$ cat config.mk
export PLATFORM = sky130hd
export DESIGN_NAME = fetch_stage
export DESIGN_NICKNAME = d
export VERILOG_FILES = /design/src/rtl/fetch_stage.sv
export SDC_FILE = /design/constraint.sdc
export NUM_CORES = 1
export LEC_CHECK = 0
export BUFFER_PORTS_ARGS = -buffer_cell sky130_fd_sc_hd__buf_4
export CAP_MARGIN = 20
export CORE_AREA = 2 2 110 191
export CTS_CLUSTER_SIZE = 14
export DETAILED_ROUTE_END_ITERATION = 12
export DIE_AREA = 0 0 112 193
export GPL_TIMING_DRIVEN = 0
export HOLD_SLACK_MARGIN = 0.1
export PLACE_DENSITY_LB_ADDON = 0.12
export SKIP_LAST_GASP = 1
export SLEW_MARGIN = 15
export SYNTH_ARGS = -nofsm -noshare
export SYNTH_HDL_FRONTEND = slang
export SYNTH_SLANG_ARGS = --single-unit
$ cat constraint.sdc
create_clock -name clk -period 10.6 [get_ports clk]
set_clock_uncertainty 0.1 [all_clocks]
set_input_delay 1.59 -clock clk [delete_from_list [all_inputs] [get_ports clk]]
set_output_delay 1.59 -clock clk [all_outputs]
set_load 0.05 [all_outputs]
$ cat src/rtl/fetch_stage.sv
`timescale 1ns/1ps
// -----------------------------------------------------------------------------
// fetch_stage
//
// Instruction-fetch stage. Owns the architectural PC and issues sequential
// word fetches to instruction memory. Returned words are buffered with their
// PCs in a small FIFO and presented to decode. A redirect from the
// branch/jump decision stage moves the PC to the target, throws away
// wrong-path instructions and drains responses that are still in flight.
//
// Parameters:
//   RESET_PC : PC loaded on reset.
//   DEPTH    : FIFO entries; also the cap on outstanding + buffered.
//              Power of two, at least 2.
//
// Ports:
//   clk, rst         : clock (rising edge); asynchronous active-high reset.
//   o_imem_req       : fetch request valid.
//   o_imem_addr      : word-aligned fetch byte address.
//   i_imem_gnt       : memory takes the request this cycle.
//   i_imem_rvalid    : read data valid (in order, >=1 cycle after grant).
//   i_imem_rdata     : instruction word.
//   i_branch_flush   : redirect strobe.
//   i_branch_pc      : redirect target (bits [1:0] ignored).
//   o_if_valid       : instruction available to decode.
//   i_id_ready       : decode accepts the instruction.
//   o_if_pc          : PC of the presented instruction.
//   o_if_instr       : presented instruction.
//   o_dbg_state      : FSM state (0 = BOOT, 1 = RUN, 2 = DRAIN).
//
// Handshakes:
//   Memory side: a request transfers on a cycle where o_imem_req and
//   i_imem_gnt are both high; o_imem_addr is held while a request waits.
//   Decode side: an instruction transfers on a cycle where o_if_valid and
//   i_id_ready are both high; o_if_pc/o_if_instr are stable while valid
//   waits for ready (unless a redirect clears the buffer).
// -----------------------------------------------------------------------------
module fetch_stage #(
  parameter logic [31:0] RESET_PC = 32'h0000_0000,
  parameter int unsigned DEPTH    = 2
) (
  input  logic        clk,
  input  logic        rst,
  output logic        o_imem_req,
  output logic [31:0] o_imem_addr,
  input  logic        i_imem_gnt,
  input  logic        i_imem_rvalid,
  input  logic [31:0] i_imem_rdata,
  input  logic        i_branch_flush,
  input  logic [31:0] i_branch_pc,
  output logic        o_if_valid,
  input  logic        i_id_ready,
  output logic [31:0] o_if_pc,
  output logic [31:0] o_if_instr,
  output logic [1:0]  o_dbg_state
);

  localparam int unsigned PW  = $clog2(DEPTH);
  localparam int unsigned CW  = $clog2(DEPTH + 1);
  localparam logic [31:0] NOP = 32'h0000_0013;

  typedef enum logic [1:0] {
    ST_BOOT  = 2'd0,
    ST_RUN   = 2'd1,
    ST_DRAIN = 2'd2
  } state_e;

  state_e        state_q, state_d;
  logic [31:0]   fetch_pc_q, fetch_pc_d;
  logic [31:0]   resp_pc_q, resp_pc_d;
  logic [CW-1:0] out_q, out_d;

  logic [31:0]   pc_mem_q    [DEPTH];
  logic [31:0]   instr_mem_q [DEPTH];
  logic [PW-1:0] wr_ptr_q, rd_ptr_q;
  logic [CW-1:0] cnt_q;
  logic [31:0]   hold_pc_q, hold_instr_q;

  logic          req, grant, rsp, flush;
  logic          push, pop, clear;
  logic [CW:0]   occupancy;
  logic [31:0]   target;

  // Credit covers both words in flight and words already buffered, so a
  // response always finds a free FIFO slot.
  assign occupancy = {1'b0, out_q} + {1'b0, cnt_q};
  assign req       = (state_q == ST_RUN) && (occupancy < (CW+1)'(DEPTH));
  assign grant     = req && i_imem_gnt;
  // A response with nothing outstanding belongs to a request that reset
  // has forgotten about.
  assign rsp       = i_imem_rvalid && (out_q != '0);
  assign flush     = i_branch_flush && (state_q != ST_BOOT);
  assign target    = {i_branch_pc[31:2], 2'b00};

  always_comb begin
    state_d    = state_q;
    fetch_pc_d = fetch_pc_q;
    resp_pc_d  = resp_pc_q;
    out_d      = out_q;
    push       = 1'b0;
    pop        = 1'b0;
    clear      = 1'b0;

    if (grant && !rsp) begin
      out_d = out_q + CW'(1);
    end else if (!grant && rsp) begin
      out_d = out_q - CW'(1);
    end

    pop = (cnt_q != '0) && i_id_ready;

    case (state_q)
      ST_BOOT: begin
        state_d = ST_RUN;
      end
      ST_RUN: begin
        if (grant) begin
          fetch_pc_d = fetch_pc_q + 32'd4;
        end
        if (rsp) begin
          push      = 1'b1;
          resp_pc_d = resp_pc_q + 32'd4;
        end
      end
      ST_DRAIN: begin
        // Every outstanding response here is wrong-path: it only retires
        // credit. resp_pc already points at the redirect target.
        if (out_d == '0) begin
          state_d = ST_RUN;
        end
      end
      default: begin
        state_d = ST_BOOT;
      end
    endcase

    // Redirect overrides everything else this cycle. A grant taken in the
    // same cycle is already in out_d and will be drained like the rest.
    if (flush) begin
      fetch_pc_d = target;
      resp_pc_d  = target;
      push       = 1'b0;
      pop        = 1'b0;
      clear      = 1'b1;
      state_d    = (out_d == '0) ? ST_RUN : ST_DRAIN;
    end
  end

  always_ff @(posedge clk or posedge rst) begin
    if (rst) begin
      state_q    <= ST_BOOT;
      fetch_pc_q <= RESET_PC;
      resp_pc_q  <= RESET_PC;
      out_q      <= '0;
    end else begin
      state_q    <= state_d;
      fetch_pc_q <= fetch_pc_d;
      resp_pc_q  <= resp_pc_d;
      out_q      <= out_d;
    end
  end

  always_ff @(posedge clk or posedge rst) begin
    if (rst) begin
      for (int i = 0; i < int'(DEPTH); i++) begin
        pc_mem_q[i]    <= '0;
        instr_mem_q[i] <= NOP;
      end
      wr_ptr_q     <= '0;
      rd_ptr_q     <= '0;
      cnt_q        <= '0;
      hold_pc_q    <= '0;
      hold_instr_q <= NOP;
    end else begin
      // Track whatever is on the outputs so they stay put once empty.
      if (cnt_q != '0) begin
        hold_pc_q    <= pc_mem_q[rd_ptr_q];
        hold_instr_q <= instr_mem_q[rd_ptr_q];
      end
      if (clear) begin
        wr_ptr_q <= '0;
        rd_ptr_q <= '0;
        cnt_q    <= '0;
      end else begin
        if (push) begin
          pc_mem_q[wr_ptr_q]    <= resp_pc_q;
          instr_mem_q[wr_ptr_q] <= i_imem_rdata;
          wr_ptr_q              <= wr_ptr_q + PW'(1);
        end
        if (pop) begin
          rd_ptr_q <= rd_ptr_q + PW'(1);
        end
        if (push && !pop) begin
          cnt_q <= cnt_q + CW'(1);
        end else if (pop && !push) begin
          cnt_q <= cnt_q - CW'(1);
        end
      end
    end
  end

  assign o_imem_req  = req;
  assign o_imem_addr = fetch_pc_q;
  assign o_if_valid  = (cnt_q != '0);
  assign o_if_pc     = o_if_valid ? pc_mem_q[rd_ptr_q]    : hold_pc_q;
  assign o_if_instr  = o_if_valid ? instr_mem_q[rd_ptr_q] : hold_instr_q;
  assign o_dbg_state = state_q;

endmodule

Yosys cells after proc, flatten, opt, wreduce, memory -nomap -nowiden
Cells that the tools add are included.

operators by class
  reductions and logical operators = 29
  bitwise gates (word level) = 3
  magnitude comparators = 4
  mux-type cells = 36
  equal/unequal tests = 4
  $add $sub $neg = 9

operators with widths
  operator                                                     number
  2-to-1 mux 32 bit                                            15
  bitwise mux 64 bit                                           2
  adder 32 x 3 -> 32 bit (second input constant)               2
  demux 32 bit (select 1 bit)                                  1
  2-to-1 mux 2 bit                                             8
  nonzero test 2 bit                                           8
  logical AND 1 bit                                            10
  2-to-1 mux 1 bit                                             9
  AND reduction 2 bit                                          4
  one-hot mux 2 bit (3 select lines)                           1
  adder 2 x 1 -> 2 bit (second input constant)                 2
  greater-or-equal comparator 2 bit (second input constant)    2
  logical NOT 1 bit                                            4
  logical NOT 2 bit                                            2
  NOT 1 -> 2 bit                                               2
  subtractor 2 x 1 -> 2 bit (second input constant)            2
  adder 2 x 2 -> 3 bit                                         1
  less-than comparator 3 x 2 -> 1 bit (second input constant)  1
  inequality test 3 bit (second input constant)                1
  nonzero test 3 bit                                           1
  adder 1 bit (second input constant)                          2
  == test 2 x 1 -> 1 bit (second input constant)               1
  == test 2 bit (second input constant)                        1
  less-than comparator 2 x 1 -> 1 bit (second input constant)  1
  other kinds (2)                                              2

word-level totals
  flip-flop bits (word level) = 264
  bits of input ports = 70
  logic and storage cells = 98

Longest topological paths before layout
Gate-level depths: netlist (run 1).

  word-level depth = 12
  mapped depth = 9
  gate-level depth less buffers = 7

Worst setup path before layout (run 1)
OpenSTA, ideal clock, no wires.

  kind = register to output
  start point = register rd_ptr_q
  end point = output o_if_instr[1]
  cell stages (with the launch flop) = 5
  arrival = 2.360 ns
  buffers on the path = 2
  setup slack = 6.550 ns
  cell sequence = dfrtp_1 clkbuf_1 buf_1 mux2i_1 o21ai_0

on the way
  cells in the longest elaborated chain, start to end = 5

ends and longest elaborated chain
  what                                                   line  text
  start: declaration                                     75    logic [PW-1:0] wr_ptr_q, rd_ptr_q;
  start signal: assignment                               191   rd_ptr_q <= rd_ptr_q + PW'(1);
  NOT 1 -> 2 bit (implied by the code)                   206   assign o_if_instr = o_if_valid ? instr_mem_q[rd_ptr_q] : hold_instr_q;
  2-to-1 mux 32 bit (implied by the code) (3 in series)  206
  2-to-1 mux 32 bit                                      206
  end: declaration                                       54    output logic [31:0] o_if_instr,

No other way between the ends. The select of a mux whose other input is x is not followed.

Worst setup path after layout (run 1)
  start point = register cnt_q[1]
  end point = output o_if_instr[27]

on the way
  cells in the longest elaborated chain, start to end = 2

ends and longest elaborated chain
  what                      line  text
  start: declaration        76    logic [CW-1:0] cnt_q;
  start signal: assignment  194   cnt_q <= cnt_q + CW'(1);
  start signal: assignment  196   cnt_q <= cnt_q - CW'(1);
  nonzero test 2 bit        204   assign o_if_valid = (cnt_q != '0);
  2-to-1 mux 32 bit         206

No other way between the ends.

==> out/qor.yml, run 1 <==
clock_network:
  htreeDepth: 1
  holdBufCountCts: 0
  clock_path_buffers: 3
  cts.root.buffer_cell: "clkbuf_16"
  clk_pin_slew_worst_paths_ns: 0.06
  cts_tree: "yes"
  cts_sinks: 256
  cts_made_buffers: 24
  clkLatencyLatePin_ns: 0.51
  cts_resized: 0
  post_cts_buffers: 0
logic_synthesis:
  synth_top_family_by_area: "multiplexers"
  muxShareOfSynthArea: 0.181
  syn_inst: 940
  synth_edf_count: 0
  ys_seq_area_frac: 0.570
  yosys_warnings: 0
  ys.flop_type: "dfrtp_1"
  synth_fa_ha_area_frac: 0.00512
  yosys.area_share.simple: 0.109
  synth.distinct_cells: 49
  syn_avg_cell_area_um2: 12.0
  synth_compound_area_frac: 0.0612
  yosys_register_bits: 256
  synthArstFlopShare: 1.00
  synthXorXnorAreaFrac: 0.0483
  netlist_area_mm2: 0.0112
timing:
  relSlewSlack: 0.410
  holdWs_ns: 0.384
  fmax_ghz: 0.205
  period_needed_ns: 4.88
  hold_violations: 0
  worst_pin_slew_ns: 0.884
  rsz0062_at_grt: "no"
  fin_crit_sh: 0.460
  drv_slew: 0
  setup_viol: 0
floorplan:
  fp.dieH_um: 193
  ioPinCount: 170
  die_w_um: 112
  initial_core_util: 0.557
  dieArea_mm2: 0.0216
  placeableCoreArea_mm2: 0.0202
  rows: 69
power:
  p_per_area_mw_per_mm2: 368
  power.share.combinational: 0.481
  power_switching_mw: 2.22
  p_total_mw: 5.03
  seq_power_share: 0.345
  p_sw_frac: 0.441
  leakagePower_nw: 6.07
  clock_power_share: 0.175
  internal_power_mw: 2.81
  ir_drop_mv: 0.272
critical_path:
  rr_startpoint: "cnt_q[0]$_DFFE_PP0P_"
  critPathKind: "register to primary output"
  cp_cell_sequence: "nor2_1, clkbuf_1, clkbuf_1, nand2_1, o21ai_0, buf_4"
  cp_common_cell: "clkbuf_1"
  crit_path_max_incr_delay_ns: 0.67
  cpMaxStageDelayCell: "nor2_1"
  startpoint: "cnt_q[1]$_DFFE_PP0P_"
  critPathTopFamily: "buffers and inverters"
  worst_r2r_endpoint: "o_imem_addr[30]$_DFFE_PP0P_"
  worstRegToRegCells: 7
  crit_arrival_ns: 3.19
  cp.buffers_inverters: 3
  crit_fanout: 10
  ff2ff_setup_slack_ns: 7.71
  start_kind: "register"
  cp.required_ns: 8.91
  critPathCaptureType: "primary output"
min_path:
  min_path_type: "register to register"
  hold_start: "instr_mem_q[59]$_DFFE_PP0P_"
  min_delay_worst_endpoint: "instr_mem_q[59]$_DFFE_PP0P_"
  holdPathStages: 1
cells_and_area:
  layout_commonest_cell: "dfrtp_1"
  seqCellArea_mm2: 0.00642
  layout_common_cells: "dfrtp_1 (247), buf_4 (168), mux2_2 (112)"
  multi_input_area_mm2: 0.00456
  fin_nets: 1208
  final_cells: 1396
  antenna_cells: 0
  drive_gt1_frac: 0.313
  n_fill_cell: 1637
  syn_to_final_growth_pct: 21.6
global_route:
  antenna_found_initial: 0
  overflow: 0
  grt_max_degree: 108
  grt_pass1_wl_um: 41300
  track_usage: 0.239
  grt_pass1_vias: 7980
detailed_routing:
  vias: 7724
  drt-pass1-iter-count: 4
  ant_nets: 0
  drt_iter0_markers: 357
  wl_per_cell_um: 18.1
  vias_per_cell: 5.53
  wl_um: 25300
  drc: 0
placed_design:
  io_buffer_count: 165
  detailed_place_hpwl_um: 18500
  gp_congestion: 0.847
  dp_cells: 1356
flow_run:
  max_cap_violations: 0
outcome:
  outcome: "finished, final reports clean"
==> cell families (layout without fill, tap and decap cells) <==
family          after synthesis  count (layout)
flops                       256             256
fa+ha+maj                     4               4
xor+xnor                     62              62
compound gates              133             133
mux                         188             188
simple gates                234             234
other cells                   1               2
buf+inv                      62             269
==> state kept, by name (all words and copies together) (netlist names) <==
name,flops
o_dbg_state,2
resp_pc_q,30
o_imem_addr,30
hold_pc_q,32
out_q,2
pc_mem_q,60
wr_ptr_q,1
cnt_q,2
rd_ptr_q,1
instr_mem_q,64
hold_instr_q,32
==> area by class of cell <==
cell class | instances | share of cell area
multi-input cells | 623 | 0.333
inverters | 9 | 0.00302
clock inverters | 6 | 0.00604
plain buffers | 53 | 0.0177
well taps | 248 | 0.0227
flip-flops and latches | 256 | 0.469
repair buffers | 167 | 0.0946
clock buffers | 34 | 0.0533
==> synthesized netlist by cell type (all sizes together) (9+ instances only) <==
| master | count | area share |
|---|---|---|
| buf | 24 | 0.012 |
| xor2 | 34 | 0.026 |
| inv | 9 | 0.0030 |
| mux2i | 65 | 0.058 |
| xnor2 | 28 | 0.022 |
| mux2 | 123 | 0.12 |
| dfstp | 9 | 0.021 |
| nor3 | 10 | 0.0053 |
| clkbuf | 29 | 0.0097 |
| nand3 | 20 | 0.0089 |
| nand2 | 93 | 0.031 |
| and3 | 12 | 0.0067 |
| o21ai | 68 | 0.031 |
| nand4 | 20 | 0.012 |
| a21oi | 58 | 0.026 |
| dfrtp | 247 | 0.55 |
| nor2 | 44 | 0.015 |
==> power groups by stage <==
stage	sequential [mW]	combinational, mW	clock, mW
6_report	1.74	2.42	0.879
5_1_grt	1.80	2.58	0.939
4_1_cts	1.73	2.45	0.898
3_5_place_dp	1.75	2.44	0
3_3_place_gp	1.73	2.40	0
2_1_floorplan	1.88	1.58	0
==> worst reg2reg max path: stages (launching register included) <==
cell and delay [ns]:
dfrtp_1 0.44, and2_1 0.18, fa_1 0.46, nor3b_2 0.32, nand3_1 0.38, or3_1 0.47
or3_1 0.32, a31oi_1 0.16
==> stage by stage <==
stage / utilization / TNS, ns / setup slack, ns / area [um^2]
2_1_floorplan: - / 0 / 1.88 / 11300
3_3_place_gp: 0.634 / -194.92 / -0.814 / 12800
3_5_place_dp: 0.637 / 0 / 6.18 / 12900
4_1_cts: 0.677 / 0 / 5.64 / 13700
5_1_grt: 0.677 / 0 / 5.49 / 13700
6_report: 0.677 / 0 / 5.72 / 13700
==> worst max path at each step <==
stage / endpoint / slack (ns) / cells past startpoint
global placement: pc_mem_q[59]$_DFFE_PP0P_ / -0.81 / 2
global route: o_if_instr[27] / 5.49 / 6
finish: o_if_instr[27] / 5.72 / 6
floorplan: cnt_q[0]$_DFFE_PP0P_ / 1.88 / 1
detailed placement: o_if_instr[27] / 6.18 / 6
CTS: o_if_instr[27] / 5.64 / 6
==> layer usage <==
| metal | global-route usage | up-vias | wire (um) |
|---|---|---|---|
| met3 | 0.0284 | 57 | 944 |
| met5 | 0 | - | 0 |
| li1 | - | 3665 | - |
| met4 | 0.100 | 0 | 1060 |
| met2 | 0.431 | 199 | 13200 |
| met1 | 0.292 | 3803 | 10100 |
Note: power is estimated with default switching activity, not from simulation.
==> run 2, diff against run 1 <==
clock period = 4.95 ns   (was 10.6 ns; I/O delays follow)
==> out/qor.yml, run 2 (synthesized netlist as in run 1, its figures left out) <==
outcome:
  outcome: "finished, final reports clean"
power:
  p_per_area_mw_per_mm2: 786
  p_total_mw: 10.8
  leakagePower_nw: 6.12
  ir_drop_mv: 0.700
timing:
  fmax_ghz: 0.244
  drv_slew: 0
  rsz0062_at_grt: "no"
  period_needed_ns: 4.11
  tns_ns: 0
  setup_ws_ns: 0.844
  fin_crit_sh: 0.830
  hold_violations: 0
  worst_pin_slew_ns: 1.02
  relSlewSlack: 0.318
  setup_viol: 0
clock_network:
  holdBufCountCts: 0
  clkLatencyLatePin_ns: 0.54
  post_cts_buffers: 0
  cts_resized: 0
  cts_sinks: 256
  clock_path_buffers: 3
  cts.root.buffer_cell: "clkbuf_16"
  htreeDepth: 1
  clk_pin_slew_worst_paths_ns: 0.06
  cts_made_buffers: 25
  cts_tree: "yes"
detailed_routing:
  vias: 7760
  drt_iter0_markers: 362
  wl_um: 25600
  vias_per_cell: 5.52
  wl_per_cell_um: 18.2
  drt-pass1-iter-count: 6
  drc: 0
  ant_nets: 0
critical_path:
  crit_fanout: 10
  cp_cell_sequence: "nor2_1, clkbuf_1, clkbuf_1, nand2_1, o21ai_0, buf_4"
  critPathTopFamily: "buffers and inverters"
  critPathCaptureType: "primary output"
  crit_path_max_incr_delay_ns: 0.79
  cpMaxStageDelayCell: "nor2_1"
  cp.buffers_inverters: 3
  start_kind: "register"
  cp.required_ns: 4.11
  cp_common_cell: "clkbuf_1"
  crit_arrival_ns: 3.26
  critPathKind: "register to primary output"
placed_design:
  gp_congestion: 0.815
  place_ws_ns: 1.34
  io_buffer_count: 165
  place_area_mm2: 0.0129
  dp_cells: 1361
  detailed_place_hpwl_um: 18900
floorplan:
  ioPinCount: 170
  rows: 69
  die_w_um: 112
  fp.dieH_um: 193
  placeableCoreArea_mm2: 0.0202
  initial_core_util: 0.557
  dieArea_mm2: 0.0216
cells_and_area:
  layout_common_cells: "dfrtp_1 (247), buf_4 (168), mux2_2 (112)"
  design_area_mm2: 0.0138
  antenna_cells: 0
  fin_nets: 1214
  layout_commonest_cell: "dfrtp_1"
  final_cells: 1406
  largest_reg_flops: 64
  syn_to_final_growth_pct: 22.4
  drive_gt1_frac: 0.317
  top_register: "instr_mem_q"
  largestRegisters: "instr_mem_q (64), pc_mem_q (60)"
global_route:
  antenna_found_initial: 0
  track_usage: 0.239
  grt_pass1_wl_um: 41600
  grt_pass1_vias: 8064
  grt_max_degree: 38
  overflow: 0
min_path:
  min_path_type: "input port to async pin"
flow_run:
  max_cap_violations: 0
## run 2: changes by cell type in the layout (fill, tap and decap cells not counted)
cell	previous run	this run
buf_12	0	7
clkinv_2	3	7
buf_16	2	0
clkbuf_1	31	33
clkbuf_8	7	5
inv_6	0	1
## run 2: stage by stage
stage | utilization | hold WS [ns]
CTS | 0.682 | 0.199
finish | 0.682 | 0.190
floorplan | - | 0.350
detailed placement | 0.641 | 0.373
global route | 0.682 | 0.222
global placement | 0.634 | 0.365
## run 2: worst paths after layout
path / to / cells past startpoint / start / slack (ns)
setup / recovery: o_if_instr[22] / 6 / cnt_q[1]$_DFFE_PP0P_ / 0.84
hold / removal: hold_pc_q[9]$_DFF_PP0_ / 2 / rst / 0.19
setup reg to reg: o_imem_addr[30]$_DFFE_PP0P_ / 7 / out_q[0]$_DFF_PP0_ / 2.09
hold reg to reg: hold_pc_q[0]$_DFF_PP0_ / 1 / hold_pc_q[0]$_DFF_PP0_ / 0.39
max in group asynchronous: pc_mem_q[27]$_DFFE_PP0P_ / 5 / rst / 3.48
min in group clk: instr_mem_q[56]$_DFFE_PP0P_ / 2 / i_imem_rdata[24] / 0.34
## run 2: where the power goes
group,leakage [nW],internal [mW],switching [mW],total (mW)
logic,2.63,1.82,3.37,5.19
registers,3.08,3.09,0.632,3.72
clock network,0.415,1.11,0.805,1.92
total,6.12,6.02,4.81,10.8
## run 2: final cells by class
| type | count | area, um^2 |
|---|---|---|
| inverters | 9 | 37.5 |
| fillers | 1593 | 6430 |
| clock buffers | 34 | 709 |
| plain buffers | 53 | 243 |
| repair buffers | 172 | 1380 |
| flip-flops and latches | 256 | 6420 |
| multi-input cells | 623 | 4560 |
| clock inverters | 11 | 115 |
| well taps | 248 | 310 |
## run 2: metal layers
| layer | routed length [um] | track usage | up-vias |
|---|---|---|---|
| li1 | - | - | 3690 |
| met1 | 10200 | 0.281 | 3848 |
| met2 | 13700 | 0.451 | 182 |
| met3 | 858 | 0.0234 | 40 |
| met4 | 814 | 0.0886 | 0 |
| met5 | 0 | 0 | - |
==> run 3, diff against run 2 <==
clock period = 4.1 ns   (was 4.95 ns; I/O delays follow)
==> out/qor.yml, run 3 (synthesized netlist as in run 1, its figures left out) <==
min_path:
  holdPathStages: 2
  min_path_type: "input port to register"
detailed_routing:
  wl_um: 25600
  drt-pass1-iter-count: 4
  vias_per_cell: 5.52
  ant_nets: 0
  vias: 7767
  wl_per_cell_um: 18.2
  drc: 0
  drt_iter0_markers: 360
timing:
  tns_ns: 0
  period_needed_ns: 3.70
  fmax_ghz: 0.270
  fin_crit_sh: 0.902
  drv_slew: 0
  setup_viol: 0
  worst_pin_slew_ns: 0.896
  rsz0062_at_grt: "no"
  holdWs_ns: 0.208
  hold_violations: 0
  relSlewSlack: 0.403
  setup_ws_ns: 0.401
clock_network:
  htreeDepth: 1
  cts_made_buffers: 25
  clkLatencyLatePin_ns: 0.54
  cts_sinks: 256
  cts.root.buffer_cell: "clkbuf_16"
  clk_pin_slew_worst_paths_ns: 0.06
  clock_path_buffers: 3
  cts_tree: "yes"
cells_and_area:
  final_util: 0.682
  largestRegisters: "instr_mem_q (64), pc_mem_q (60)"
  layout_common_cells: "dfrtp_1 (247), buf_4 (168), mux2_2 (112)"
  largest_reg_flops: 64
  layout_commonest_cell: "dfrtp_1"
  final_cells: 1407
  top_register: "instr_mem_q"
  fin_nets: 1215
  drive_gt1_frac: 0.318
  design_area_mm2: 0.0138
  antenna_cells: 0
  n_fill_cell: 1591
  syn_to_final_growth_pct: 22.5
critical_path:
  critPathKind: "register to primary output"
  cp_common_cell: "clkbuf_1"
  cp.buffers_inverters: 3
  critPathCaptureType: "primary output"
  cp.required_ns: 3.38
  crit_path_max_incr_delay_ns: 0.52
  critPathTopFamily: "buffers and inverters"
  cp_num_cells: 6
  cpMaxStageDelayCell: "nor2_2"
  start_kind: "register"
  crit_fanout: 10
  crit_arrival_ns: 2.98
  worstRegToRegCells: 7
  cp_cell_sequence: "nor2_2, clkbuf_1, clkbuf_1, nand2_1, o21ai_0, buf_4"
power:
  ir_drop_mv: 0.844
  p_per_area_mw_per_mm2: 948
  leakagePower_nw: 6.13
  p_total_mw: 13.1
floorplan:
  die_w_um: 112
  fp.dieH_um: 193
  rows: 69
  dieArea_mm2: 0.0216
  placeableCoreArea_mm2: 0.0202
  ioPinCount: 170
  initial_core_util: 0.557
global_route:
  antenna_found_initial: 0
  grt_pass1_vias: 8070
  overflow: 0
  track_usage: 0.239
  grt_pass1_wl_um: 41600
  grt_max_degree: 38
outcome:
  outcome: "finished, final reports clean"
flow_run:
  max_cap_violations: 0
placed_design:
  place_area_mm2: 0.0129
  detailed_place_hpwl_um: 18900
  io_buffer_count: 165
  dp_cells: 1361
  place_ws_ns: 0.619
  gp_congestion: 0.815
-- run 3: cell types whose count changed in the layout (fill, tap and decap cells not counted) --
cell,change
dlygate4sd3_1,+1
nor2_1,-1
nor2_2,+1
-- run 3: timing repair --
| item | CTS | global route |
|---|---|---|
| hold endpoints to repair | 22 | 0 |
| buffers inserted | 0 | 0 |
| gates resized for setup | 0 | 1 |
| hold buffers | 1 | 0 |
| setup endpoints to repair | 0 | 17 |
-- run 3: worst paths after layout --
check	from	to	slack (ns)
setup / recovery	cnt_q[1]$_DFFE_PP0P_	o_if_instr[22]	0.40
hold / removal	i_imem_rdata[24]	instr_mem_q[56]$_DFFE_PP0P_	0.21
setup reg to reg	cnt_q[0]$_DFFE_PP0P_	o_imem_addr[30]$_DFFE_PP0P_	1.24
hold reg to reg	hold_pc_q[0]$_DFF_PP0_	hold_pc_q[0]$_DFF_PP0_	0.39
max in group asynchronous	rst	hold_pc_q[29]$_DFF_PP0_	2.20
min in group asynchronous	rst	hold_pc_q[9]$_DFF_PP0_	0.63
-- run 3: layout make-up --
| class | count | area, um^2 | area share |
|---|---|---|---|
| Clock buffer | 34 | 709 | 0.0515 |
| Timing Repair Buffer | 173 | 1390 | 0.101 |
| Sequential cell | 256 | 6420 | 0.466 |
| Inverter | 9 | 37.5 | 0.00272 |
| Buffer | 53 | 243 | 0.0176 |
| Clock inverter | 11 | 115 | 0.00835 |
| Multi-Input combinational cell | 623 | 4560 | 0.331 |
| Tap cell | 248 | 310 | 0.0225 |
-- run 3: worst reg2reg max path, cell delays in order, from the launching register on --
cell	delay (ns)
dfrtp_1	0.43
and2_1	0.17
fa_1	0.46
nor3b_2	0.32
nand3_1	0.37
or3_1	0.47
or3_1	0.31
a31oi_1	0.17
-- run 3: power by group --
part	leakage (nW)	internal, mW	switching (mW)
clock	0.415	1.34	0.971
combinational	2.64	2.20	4.06
sequential	3.08	3.72	0.763
total	6.13	7.27	5.80
-- run 3: layer usage --
| layer | track usage | up-vias | part of all wire |
|---|---|---|---|
| met5 | 0 | - | 0 |
| met4 | 0.0886 | 0 | 0.032 |
| met3 | 0.0234 | 41 | 0.033 |
| met2 | 0.451 | 182 | 0.54 |
| met1 | 0.281 | 3855 | 0.40 |
| li1 | - | 3689 | - |
